$ cat config.mk
export PLATFORM = sky130hd
export DESIGN_NAME = zigbee_phase_to_iq
export DESIGN_NICKNAME = d
export VERILOG_FILES = /design/src/rtl/zigbee_iq_pkg.sv /design/src/rtl/zigbee_quarter_fold.sv /design/src/rtl/zigbee_phase_to_iq.sv
export SDC_FILE = /design/constraint.sdc
export NUM_CORES = 1
export LEC_CHECK = 0
export ABC_AREA = 1
export CORE_MARGIN = 1.5
export CORE_UTILIZATION = 45
export CTS_BUF_LIST = sky130_fd_sc_hd__clkbuf_8
export CTS_CLUSTER_SIZE = 20
export DETAILED_ROUTE_END_ITERATION = 10
export PLACE_DENSITY = 0.7
export SETUP_SLACK_MARGIN = 0.15
export SKIP_CTS_REPAIR_TIMING = 1
export SLEW_MARGIN = 20
export SYNTH_ARGS = -nofsm -noshare
export SYNTH_HDL_FRONTEND = slang
export SYNTH_HIERARCHICAL = 1
export SYNTH_SLANG_ARGS = --single-unit
$ cat constraint.sdc
create_clock -name Clk -period 2.5 [get_ports Clk]
set_input_delay 0.25 -clock Clk [delete_from_list [all_inputs] [get_ports Clk]]
set_output_delay 0.25 -clock Clk [all_outputs]
set_load 0.02 [all_outputs]
$ cat src/rtl/zigbee_iq_pkg.sv
// zigbee_iq_pkg
//   Shared constants and types for the ZigBee phase/IQ datapath, used by the
//   transmit-side phase-to-IQ converter, the CORDIC phase detector and the
//   benches of both.
//   - IQ_SIZE / W_SIZE / ACC_FRAC : sample width, phase width, fractional bits
//   - AMPLITUDE                   : peak |I|,|Q| (receive-side convention)
//   - iq_t / phase_t / acc_t      : signed sample, unsigned phase, accumulator
//   - COS_LUT[0:16]               : quarter-wave cosine, one entry per phase LSB
package zigbee_iq_pkg;

    localparam int IQ_SIZE   = 5;
    localparam int W_SIZE    = 6;
    localparam int ACC_FRAC  = 4;
    localparam int ACC_SIZE  = W_SIZE + ACC_FRAC;
    localparam int AMPLITUDE = 15;

    // 64 steps per turn.
    localparam real PHASE_LSB_DEG = 5.625;

    typedef logic signed [IQ_SIZE-1:0]  iq_t;
    typedef logic        [W_SIZE-1:0]   phase_t;
    typedef logic        [ACC_SIZE-1:0] acc_t;

    // round-half-away(AMPLITUDE * cos(k * 5.625 deg)), k = 0..16
    localparam iq_t COS_LUT [0:16] = '{
        5'sd15, 5'sd15, 5'sd15, 5'sd14, 5'sd14, 5'sd13, 5'sd12, 5'sd12,
        5'sd11, 5'sd10, 5'sd8,  5'sd7,  5'sd6,  5'sd4,  5'sd3,  5'sd1,
        5'sd0
    };

endpackage

$ cat src/rtl/zigbee_quarter_fold.sv
// zigbee_quarter_fold
//   Combinational quarter-wave LUT plus quadrant fold: maps a 6-bit phase to
//   the signed (I, Q) pair AMPLITUDE*(cos, sin) of that phase.
//   Ports:
//     p : in  phase_t  phase, LSB = 5.625 deg
//     I : out iq_t     in-phase value
//     Q : out iq_t     quadrature value
module zigbee_quarter_fold
    import zigbee_iq_pkg::*;
(
    input  phase_t p,
    output iq_t    I,
    output iq_t    Q
);

    logic [1:0] quad_s;
    logic [3:0] k_s;
    iq_t        cos_k_s;   // C[k]
    iq_t        cos_c_s;   // C[16-k], i.e. the sine of the in-quadrant angle

    assign quad_s  = p[5:4];
    assign k_s     = p[3:0];
    assign cos_k_s = COS_LUT[{1'b0, k_s}];
    assign cos_c_s = COS_LUT[5'd16 - {1'b0, k_s}];

    // Fold the first-quadrant pair into the addressed quadrant; |C| <= 15 so
    // the negations cannot overflow the 5-bit signed range.
    always_comb begin
        I = 5'sd0;
        Q = 5'sd0;
        case (quad_s)
            2'd0: begin I =  cos_k_s; Q =  cos_c_s; end
            2'd1: begin I = -cos_c_s; Q =  cos_k_s; end
            2'd2: begin I = -cos_k_s; Q = -cos_c_s; end
            2'd3: begin I =  cos_c_s; Q = -cos_k_s; end
            default: begin I = 5'sd0; Q = 5'sd0; end
        endcase
    end

endmodule

$ cat src/rtl/zigbee_phase_to_iq.sv
// zigbee_phase_to_iq
//   Phase accumulator with fractional bits followed by a registered
//   quarter-wave cosine lookup, producing baseband I/Q samples.
//   Ports:
//     Clk       : in  rising-edge clock
//     Rst_n     : in  synchronous active-low reset
//     En        : in  sample strobe, advances the accumulator by Dphase
//     LoadPhase : in  load absolute phase (wins over En)
//     PhaseIn   : in  [5:0] absolute phase, LSB = 5.625 deg
//     Dphase    : in  [9:0] signed increment, LSB = 5.625/16 deg
//     Ibb, Qbb  : out [4:0] signed I/Q sample
//     PhaseOut  : out [5:0] phase behind the current Ibb/Qbb
//     Valid     : out Ibb/Qbb/PhaseOut carry a new sample
//   Latency: En/LoadPhase at edge N updates the accumulator at N; the
//   matching sample appears after edge N+1.
module zigbee_phase_to_iq
    import zigbee_iq_pkg::*;
(
    input  logic                         Clk,
    input  logic                         Rst_n,
    input  logic                         En,
    input  logic                         LoadPhase,
    input  logic [W_SIZE-1:0]            PhaseIn,
    input  logic [W_SIZE+ACC_FRAC-1:0]   Dphase,
    output logic signed [IQ_SIZE-1:0]    Ibb,
    output logic signed [IQ_SIZE-1:0]    Qbb,
    output logic [W_SIZE-1:0]            PhaseOut,
    output logic                         Valid
);

    acc_t   acc_r;
    logic   en_d_r;
    phase_t phase_s;
    iq_t    fold_i_s;
    iq_t    fold_q_s;

    // Integer phase is the truncated top of the accumulator.
    assign phase_s = acc_r[ACC_SIZE-1 -: W_SIZE];

    zigbee_quarter_fold u_fold (
        .p (phase_s),
        .I (fold_i_s),
        .Q (fold_q_s)
    );

    // Stage 0: phase accumulator; the 10-bit add wraps modulo 2^10, which is
    // identical to adding the sign-extended signed increment.
    always_ff @(posedge Clk) begin
        if (!Rst_n) begin
            acc_r  <= '0;
            en_d_r <= 1'b0;
        end else begin
            if (LoadPhase) begin
                acc_r <= {PhaseIn, {ACC_FRAC{1'b0}}};
            end else if (En) begin
                acc_r <= acc_r + Dphase;
            end else begin
                acc_r <= acc_r;
            end
            en_d_r <= En | LoadPhase;
        end
    end

    // Stage 1: output registers always follow the accumulator; Valid marks
    // samples whose accumulator value was produced by En or LoadPhase.
    always_ff @(posedge Clk) begin
        if (!Rst_n) begin
            Ibb      <= '0;
            Qbb      <= '0;
            PhaseOut <= '0;
            Valid    <= 1'b0;
        end else begin
            Ibb      <= fold_i_s;
            Qbb      <= fold_q_s;
            PhaseOut <= phase_s;
            Valid    <= en_d_r;
        end
    end

endmodule

After elaboration in Yosys (flattened, before gate mapping)
Memory sizes are Yosys's and may differ from the RTL's.
Cells that the tools add are included.
Storage, ports and cells
  register bits: 28
  memory bits (read-only): 320
  input port bits: 20
  output and inout bits: 17
  memories: 2
Memory list
  (name not given): words 32, width 5, rd ports 1, clocked after memory_dff 0, wr ports 0, RTL line zigbee_quarter_fold.sv:23  | assign cos_k_s = COS_LUT[{1'b0, k_s}];
  (name not given): words 32, width 5, rd ports 1, clocked after memory_dff 0, wr ports 0, RTL line zigbee_quarter_fold.sv:24  | assign cos_c_s = COS_LUT[5'd16 - {1'b0, k_s}];
Operators by class
  $add $sub $neg: 4
  $lt $le $gt $ge: 2
  equality and inequality tests: 3
  muxes and demuxes: 8
  bitwise gates (word level): 4
  reduce and logical (&&, ||, !) cells: 3
Operator list (count)
  $pmux 5 s4: 2
  $mux 10: 2
  $mux 5: 4
  $ge 6x6->1 const B: 2
  $add 10x10->10: 1
  $neg 5->5: 2
  $not 4->6: 1
  $not 5->6: 1
  $sub 5x4->5 const A: 1
  $eq 2x2->1 const B: 2
  $eq 2x1->1 const B: 1
  $logic_not 2->1: 1
  $reduce_bool 2->1: 1
  $reduce_or 2->1: 1
  $not 1->1: 1
  $or 1x1->1: 1

Depth between registers and ports, before layout
Gate-level depths: netlist of run 1.
  word-level depth: 7
  depth in mapped cells: 16

By module
The synthesis of run 1 kept the hierarchy.
Modules (own cells, without submodules)
  zigbee_phase_to_iq: times used 1, cells an instance 181, area an instance 1366.3 um^2, sequential area each 560.5 um^2
  zigbee_quarter_fold: times used 1, cells an instance 115, area an instance 623.1 um^2, sequential area each 0.0 um^2

Worst setup path after synthesis of run 1
Ideal clock, no wire load.
  path kind: reg-to-reg
  from: register acc_r[4]
  to: register Qbb[1]
  setup time: 0.110 ns
  data arrival time: 2.222 ns
  required time: 2.390 ns
  path slack: 0.168 ns
  stages on the path, launching flop included: 14
  buffers on the path: 0
  clock period less this slack: 2.332 ns
  cell sequence: dfxtp_1 > inv_2 > ha_1 > inv_1 > ha_1 > nor2_1 > nor2_1 > nand3_1 > nand3_2 > ha_1 > a221oi_1 > a22oi_1 > nand2_1 > inv_1
On the way
  longest elaborated chain between the ends: 7
RTL lines
  from (decl): RTL line zigbee_phase_to_iq.sv:31  | acc_t acc_r;
  from (signal assigned): RTL line zigbee_phase_to_iq.sv:54  | acc_r <= {PhaseIn, {ACC_FRAC{1'b0}}};
  from (signal assigned): RTL line zigbee_phase_to_iq.sv:56  | acc_r <= acc_r + Dphase;
  from (signal assigned): RTL line zigbee_phase_to_iq.sv:58  | acc_r <= acc_r;
  $sub 5x4->5: RTL line zigbee_quarter_fold.sv:24
  $not 5->6 (implied by the code): RTL line zigbee_quarter_fold.sv:24
  $mem_v2 32x5
  $mux 5 (implied by the code) (2 in series): RTL line zigbee_quarter_fold.sv:24
  $neg 5->5: RTL line zigbee_quarter_fold.sv:34  | 2'd2: begin I = -cos_k_s; Q = -cos_c_s; end
  $pmux 5 s4 (*): RTL line zigbee_quarter_fold.sv:31  | case (quad_s)
  net fold_q_s[1]: RTL line zigbee_phase_to_iq.sv:35  | iq_t fold_q_s;
  to (signal assigned): RTL line zigbee_phase_to_iq.sv:74  | Qbb <= fold_q_s;
  to (decl): RTL line zigbee_phase_to_iq.sv:26  | output logic signed [IQ_SIZE-1:0] Qbb,
Mark *: on every way through the listed nets, which the timed path passes. The rest lies on a longest branch. The select of a mux whose other input is x is not followed.
A chain may end at the register's enable or synchronous reset.

Worst setup path in the final report of run 1
Same ends and word-level chain as after synthesis.

==> metrics.txt, run 1 <==
status=complete, no violations; Die Area=4829 sq um; Initial Util=48.34%; final setup margin=0.2493 ns; MaxCap Viol Count=0; Fillers=382; I/O Buffers=36; worst min path class=register to register; r2r worst-path depth=14; IO Count=37; Clk pin slew, worst setup/hold paths=0.09 ns; Initial DRC Count=128; clk root buf=clkbuf_8; Critical Path AT=2.43 ns; post-synth cell types=33; Worst-Skew Late Latency=0.27 ns; share of post-route cells with drive strength above 1=9.706%; critical path buffer and inverter count=4; WHS=0.4201 ns; internal power=0.9520 mW; Slowest-stage cell, CP=dfxtp_1; die width=69.49 um; Vias/cell=5.000; Hold Path Stages=2; slew margin rel.=66.82%; Post-synth EDFFs=0; Primary FF master, synth=dfxtp_1; Crit Path Max Fanout=5; RSZ-0062 raised after global routing=false; Max Fclk=444.3 MHz; R2R setup slack=0.25 ns; NetSw=0.4902 mW; Routability Congestion=0.9156; vias in the first global route=1808; Worst Max-Slew Pin Slew=0.4959 ns; CTS sink count=28; post-synthesis instance total=296; cell mode on critical path=inv_1; setup violators final=0; Pwr per Cell Area=564.5 nW/um^2; asr flop ratio synth=0%; Via Count=1950; Area Overhead vs Synth=28.43%; Reg power frac=35.2%; post-synthesis register bit count=28; TritonCTS clock tree=built; crit path capture type=register; Synthesis Warnings=6; Final Hold Viols=0; clk buf depth=2; Final period util=90.03%; Worst path max stage delay=0.33 ns; row count=23; worst reg2reg path startpoint=acc_r[4]; crit path kind=register to register; # diodes=0; Avg Cell Area, Syn=6.721 sq um; area share of the largest cell type after synthesis=28.18%; dominant cell type by area after synthesis=dfxtp_1; detailed-route wire length=4.828 mm; Layout Nets=379; global-route wire length before repair=8.176 mm; sequential area share after synthesis=28.18%; total congestion overflow=0; Min-Delay Startpoint=en_d_r; reg2reg end=Qbb[1]; Num CTS Buffers=3; Routed WL per cell=12.38 um; htree depth=1; largest net degree at the start of global routing=19; Total Routing Usage GR=20.44%; Mapped Area=1989 sq um; Total Power=1.442 mW; crit start category=register; final setup skew=0.004093 ns; final setup TNS=0 ns; antenna violations before repair=0; required time worst endpoint=2.68 ns; Comb pwr share=40.4%; Core Footprint=4115 sq um; DRT Pass-1 Iters=4; Clk pwr share=24.4%; Sw Share=33.99%; crit path cell chain=inv_2 > ha_1 > inv_1 > ha_4 > inv_1 > nor2_1 > nor2_1 > nand3_1 > nand3_4 > ha_4 > a221oi_2 > a22oi_1 > nand2_1 > inv_1; DRC viols=0; hold-critical path endpoint=Valid; antenna-violating nets left=0; Max VDD drop=0.3221 mV; LEAKAGE=1.334 nW; HPWL Detailed=3.759 mm; Die Y-Extent=69.49 um; Mapped Nets=334; fin crit period=2.251 ns; top cells by area, synth=dfxtp_1 28%, nand2_1 16%, ha_1 11%; dpl ws=0.2126 ns; max-slew violations=0; CP delay by family, top=adder cells
-- per-stage QoR --
step	cells	util [%]	area, sq um
final	390	62.09	2555
after floorplan	296	-	1989
after global placement	385	59.23	2437
after CTS	389	60.96	2509
after detailed placement	385	59.23	2437
after global routing	390	62.09	2555
-- worst register-to-register path: stages, from the launching register on --
cell and delay (ns):
dfxtp_1 0.33, inv_2 0.07, ha_1 0.18, inv_1 0.09
ha_4 0.29, inv_1 0.04, nor2_1 0.09, nor2_1 0.05
nand3_1 0.12, nand3_4 0.12, ha_4 0.26, a221oi_2 0.28
a22oi_1 0.11, nand2_1 0.09, inv_1 0.03
-- layout make-up --
cell class | count | area [sq um] | area share (%)
Inverter | 56 | 210.2 | 8.227
Multi-Input combinational cell | 209 | 1237 | 48.43
Sequential cell | 28 | 560.5 | 21.94
Clock inverter | 1 | 30.03 | 1.175
Clock buffer | 3 | 41.29 | 1.616
Timing Repair Buffer | 43 | 412.9 | 16.16
Tap cell | 50 | 62.56 | 2.449
-- power groups by stage --
stage,clock network (mW),registers [mW],logic [mW]
global route,0.383,0.513,0.648
detailed placement,0,0.519,0.537
finish,0.352,0.508,0.582
floorplan,0,0.556,0.330
global placement,0,0.518,0.532
CTS,0.359,0.508,0.539
-- logic make-up after synthesis --
group / Yosys count / share of synthesized area [%]
simple gates: 143 / 32.58
compound gates: 42 / 13.33
fa+ha+maj: 18 / 11.70
xor+xnor: 6 / 2.641
flops: 28 / 28.18
buf+inv: 59 / 11.57
-- per-layer routing --
layer / global-route usage, % / share of wire [%] / vias up
li1: - / - / 1027
met1: 30.13 / 51 / 866
met2: 30.02 / 42 / 51
met3: 3.343 / 5.7 / 6
met4: 6.972 / 1.2 / 0
met5: 0 / 0 / -
-- registers in the layout, indices dropped and copies added (netlist names) --
signal / count
PhaseOut: 6
Valid: 1
acc_r: 10
Qbb: 5
en_d_r: 1
Ibb: 5
-- how the worst max path moves through the flow --
| stage | end | startpoint | cells after the start |
|---|---|---|---|
| CTS | Qbb[1] | acc_r[4] | 14 |
| finish | Qbb[1] | acc_r[4] | 14 |
| global placement | Qbb[1] | acc_r[4] | 14 |
| floorplan | Qbb[1] | acc_r[4] | 13 |
| global route | Qbb[1] | acc_r[4] | 14 |
| detailed placement | Qbb[1] | acc_r[4] | 12 |
-- layout by cell type (no fill, tap or decap), types with 2 or more instances in the layout --
| cell type | instances |
|---|---|
| a21oi_1 | 14 |
| a21oi_2 | 2 |
| a22oi_1 | 7 |
| buf_4 | 7 |
| clkbuf_8 | 3 |
| clkdlybuf4s50_1 | 36 |
| dfxtp_1 | 28 |
| ha_1 | 15 |
| ha_4 | 2 |
| inv_1 | 54 |
| inv_2 | 2 |
| nand2_1 | 83 |
| nand2_2 | 3 |
| nand3_1 | 20 |
| nand3_2 | 4 |
| nand4_1 | 4 |
| nor2_1 | 22 |
| nor2_2 | 2 |
| o21ai_0 | 9 |
| o21ai_1 | 2 |
| o22ai_1 | 2 |
| xnor2_1 | 4 |
| xor2_1 | 2 |
-- cell usage after synthesis, types with 3 or more instances --
cell type / count
nand2_2: 3
nand3_2: 5
a22oi_1: 7
dfxtp_1: 28
o21ai_0: 10
a21oi_1: 14
nand4_1: 4
ha_1: 17
nand3_1: 20
nand2_1: 83
xnor2_1: 4
nor2_1: 22
inv_1: 54
Power figures use the tool's default switching activity.
==> run 2: changes to the inputs <==
--- a/config.mk
+++ b/config.mk
@@ -5,7 +5,6 @@
 export SDC_FILE = /design/constraint.sdc
 export NUM_CORES = 1
 export LEC_CHECK = 0
-export ABC_AREA = 1
 export CORE_MARGIN = 1.5
 export CORE_UTILIZATION = 45
 export CTS_BUF_LIST = sky130_fd_sc_hd__clkbuf_8
==> run 2 against run 1 <==
- sequential share of layout area shrank 0.60 points
- core utilization fell by 0.51 points
- worst setup slack got worse by 0.069 ns
- critical path depth fell by 2
- routed wire length up 0.19%
- synthesized cell count down 22%
- register-to-register slack got worse by 0.07 ns
- flip-flop and latch count is the same
- hold slack better by 0.021 ns
- final area is 4.2% higher
- combinational power grew 13%
- power is 7.3% higher
- critical path type unchanged
==> metrics.txt, run 2 <==
IO Count=37 (unchanged); row count=24 (+4.3%); crit start category=register; Layout Nets=320 (-16%); Mapped Area=2009 sq um (+1.0%); vias in the first global route=1725 (-4.6%); I/O Buffers=36 (unchanged); Pwr per Cell Area=581.3 nW/um^2 (+3.0%); Initial DRC Count=136 (+6.3%); max reg flops=10 (unchanged); Clk pin slew, worst setup/hold paths=0.11 ns (+0.02 ns); Routed WL per cell=14.53 um (+17%); Die Area=4876 sq um (+0.97%); most frequent cells in the layout=36 x clkdlybuf4s50_1, 24 x dfxtp_1, 20 x buf_4; total congestion overflow=0 (unchanged); post-synthesis instance total=232 (-22%); final setup TNS=0 ns (unchanged); post-synth cell types=55 (+67%); slew margin rel.=62.59% (-4.2 points); DRT Pass-1 Iters=4 (unchanged); Largest Register=acc_r; antenna violations before repair=0 (unchanged); Post-synth EDFFs=0 (unchanged); Avg Cell Area, Syn=8.661 sq um (+29%); Worst Max-Slew Pin Slew=0.5554 ns (+0.05947 ns); htree depth=1 (unchanged); fin crit period=2.320 ns (+0.06907 ns); Max VDD drop=0.4817 mV (+50%); detailed-route wire length=4.837 mm (+0.19%); worst reg2reg path startpoint=acc_r[4]; sequential area share after synthesis=27.90% (-0.28 points); area post-placement=2494 sq um (+2.3%); # placed instances=323 (-16%); status=complete, no violations; Max Fclk=431.1 MHz (-3.0%); dominant cell type by area after synthesis=dfxtp_1; TritonCTS clock tree=built; clk root buf=clkbuf_8; largest net degree at the start of global routing=22 (+3); DRC viols=0 (unchanged); antenna-violating nets left=0 (unchanged); crit path kind=register to register; Hold Path Stages=1 (-1); Die Y-Extent=69.83 um (+0.48%); HPWL Detailed=3.471 mm (-7.7%); Final period util=92.79% (+2.8 points); Fillers=418 (+9.4%); Min-Delay Startpoint=en_d_r; hold-critical path endpoint=Valid; count leader, synth=dfxtp_1; clk buf depth=2 (unchanged); max-slew violations=0 (unchanged); fin area=2663 sq um (+4.2%); die width=69.83 um (+0.48%); global-route wire length before repair=8.217 mm (+0.50%); Vias/cell=5.459 (+9.2%); Synthesis Warnings=6 (unchanged); RSZ-0062 raised after global routing=true; required time worst endpoint=2.69 ns (about the same); setup violators final=0 (unchanged); Core Footprint=4324 sq um (+5.1%); area share of the largest cell type after synthesis=27.90% (-0.28 points); # diodes=0 (unchanged); Final Hold Viols=0 (unchanged); worst min path class=register to register; LEAKAGE=1.106 nW (-17%); Area Overhead vs Synth=32.50%; Num CTS Buffers=3 (unchanged); commonest non-fill, non-tap cell in the layout=clkdlybuf4s50_1; Via Count=1818 (-6.8%); Total Routing Usage GR=20.87% (+0.43 points); crit path capture type=register; Crit Path Max Fanout=7 (+2); Critical Path AT=2.51 ns (+0.08 ns); Initial Util=46.47% (-1.9 points); R2R setup slack=0.18 ns (-0.07 ns); top flop regs=acc_r: 10 flops, PhaseOut: 6 flops; commonest cells in the synthesized netlist=28 x dfxtp_1, 19 x and2_1, 18 x o21ai_0, 17 x ha_1, 17 x inv_1; post-synthesis register bit count=28 (unchanged); Primary FF master, synth=dfxtp_1; reg2reg end=Ibb[1]; MaxCap Viol Count=0 (unchanged); share of post-route cells with drive strength above 1=19.57% (+9.9 points); Mapped Nets=270 (-19%); Routability Congestion=0.8916 (-2.6%); Total Power=1.548 mW (+7.3%); asr flop ratio synth=0% (unchanged); Layout Cells excl Fill=333 (-15%); Worst-Skew Late Latency=0.29 ns (+0.02 ns); r2r worst-path depth=12 (-2); final setup skew=0.01182 ns (+0.007722 ns); CTS sink count=28 (unchanged); top cells by area, synth=dfxtp_1 28%, ha_1 11%, and2_1 5.9%
==> run 2: how the worst max path moves through the flow <==
stage,end,startpoint,cells after the start
finish,Ibb[1],acc_r[4],12
floorplan,Ibb[1],acc_r[5],13
CTS,Ibb[1],acc_r[4],10
global placement,Ibb[1],acc_r[4],10
global route,Ibb[1],acc_r[4],10
detailed placement,Ibb[1],acc_r[4],10
==> run 2: metrics by stage <==
stage	setup slack (ns)	hold WS (ns)	utilization, %
after floorplan	0.03598	0.3913	-
after global placement	0.08434	0.4151	57.67
after detailed placement	0.01486	0.4224	57.67
after CTS	-0.02172	0.4456	59.32
after global routing	0.1013	0.4721	61.57
final	0.1802	0.4413	61.57
==> run 2: logic make-up (layout without fill, tap and decap cells) <==
| family | Yosys count | count (layout) | share of synthesized area (%) |
|---|---|---|---|
| buffers and inverters | 30 | 79 | 7.721 |
| AND/OR/NAND/NOR | 74 | 74 | 21.54 |
| flip-flops | 28 | 28 | 27.90 |
| adder cells (fa/ha/maj) | 18 | 18 | 11.58 |
| multiplexers | 7 | 7 | 5.230 |
| AO/OA/AOI/OAI | 69 | 69 | 22.48 |
| XOR/XNOR | 6 | 6 | 3.549 |
==> run 2: worst max-delay path, cell delays in order (launching register included) <==
cell and delay [ns]:
dfxtp_4 0.40, inv_6 0.04, ha_4 0.16, inv_4 0.06, ha_4 0.22, nand2_2 0.08, o21ai_2 0.05, mux2_4 0.26
nor2_4 0.10, inv_2 0.05, ha_4 0.20, mux4_2 0.44, and2_1 0.14
==> run 2: power by group <==
group	switching (mW)	leakage, nW	internal, mW
Sequential	0.0259	0.233	0.492
Clock	0.157	0.0357	0.215
Combinational	0.321	0.838	0.337
==> run 2: per-layer routing <==
metal / track usage (%) / part of all wire [%] / vias up
met4: 5.983 / 0.95 / 0
met2: 33.12 / 47 / 45
met3: 4.215 / 4.8 / 5
met1: 28.79 / 47 / 837
met5: 0 / 0 / -
li1: - / - / 931
==> run 2: layout make-up <==
cell class,count,area (sq um),share of cell area (%)
multi-input cells,174,1355,50.89
repair buffers,57,525.5,19.74
well taps,52,65.06,2.444
clock buffers,3,41.29,1.551
flip-flops and latches,28,568.0,21.33
clock inverters,1,30.03,1.128
inverters,18,77.57,2.914
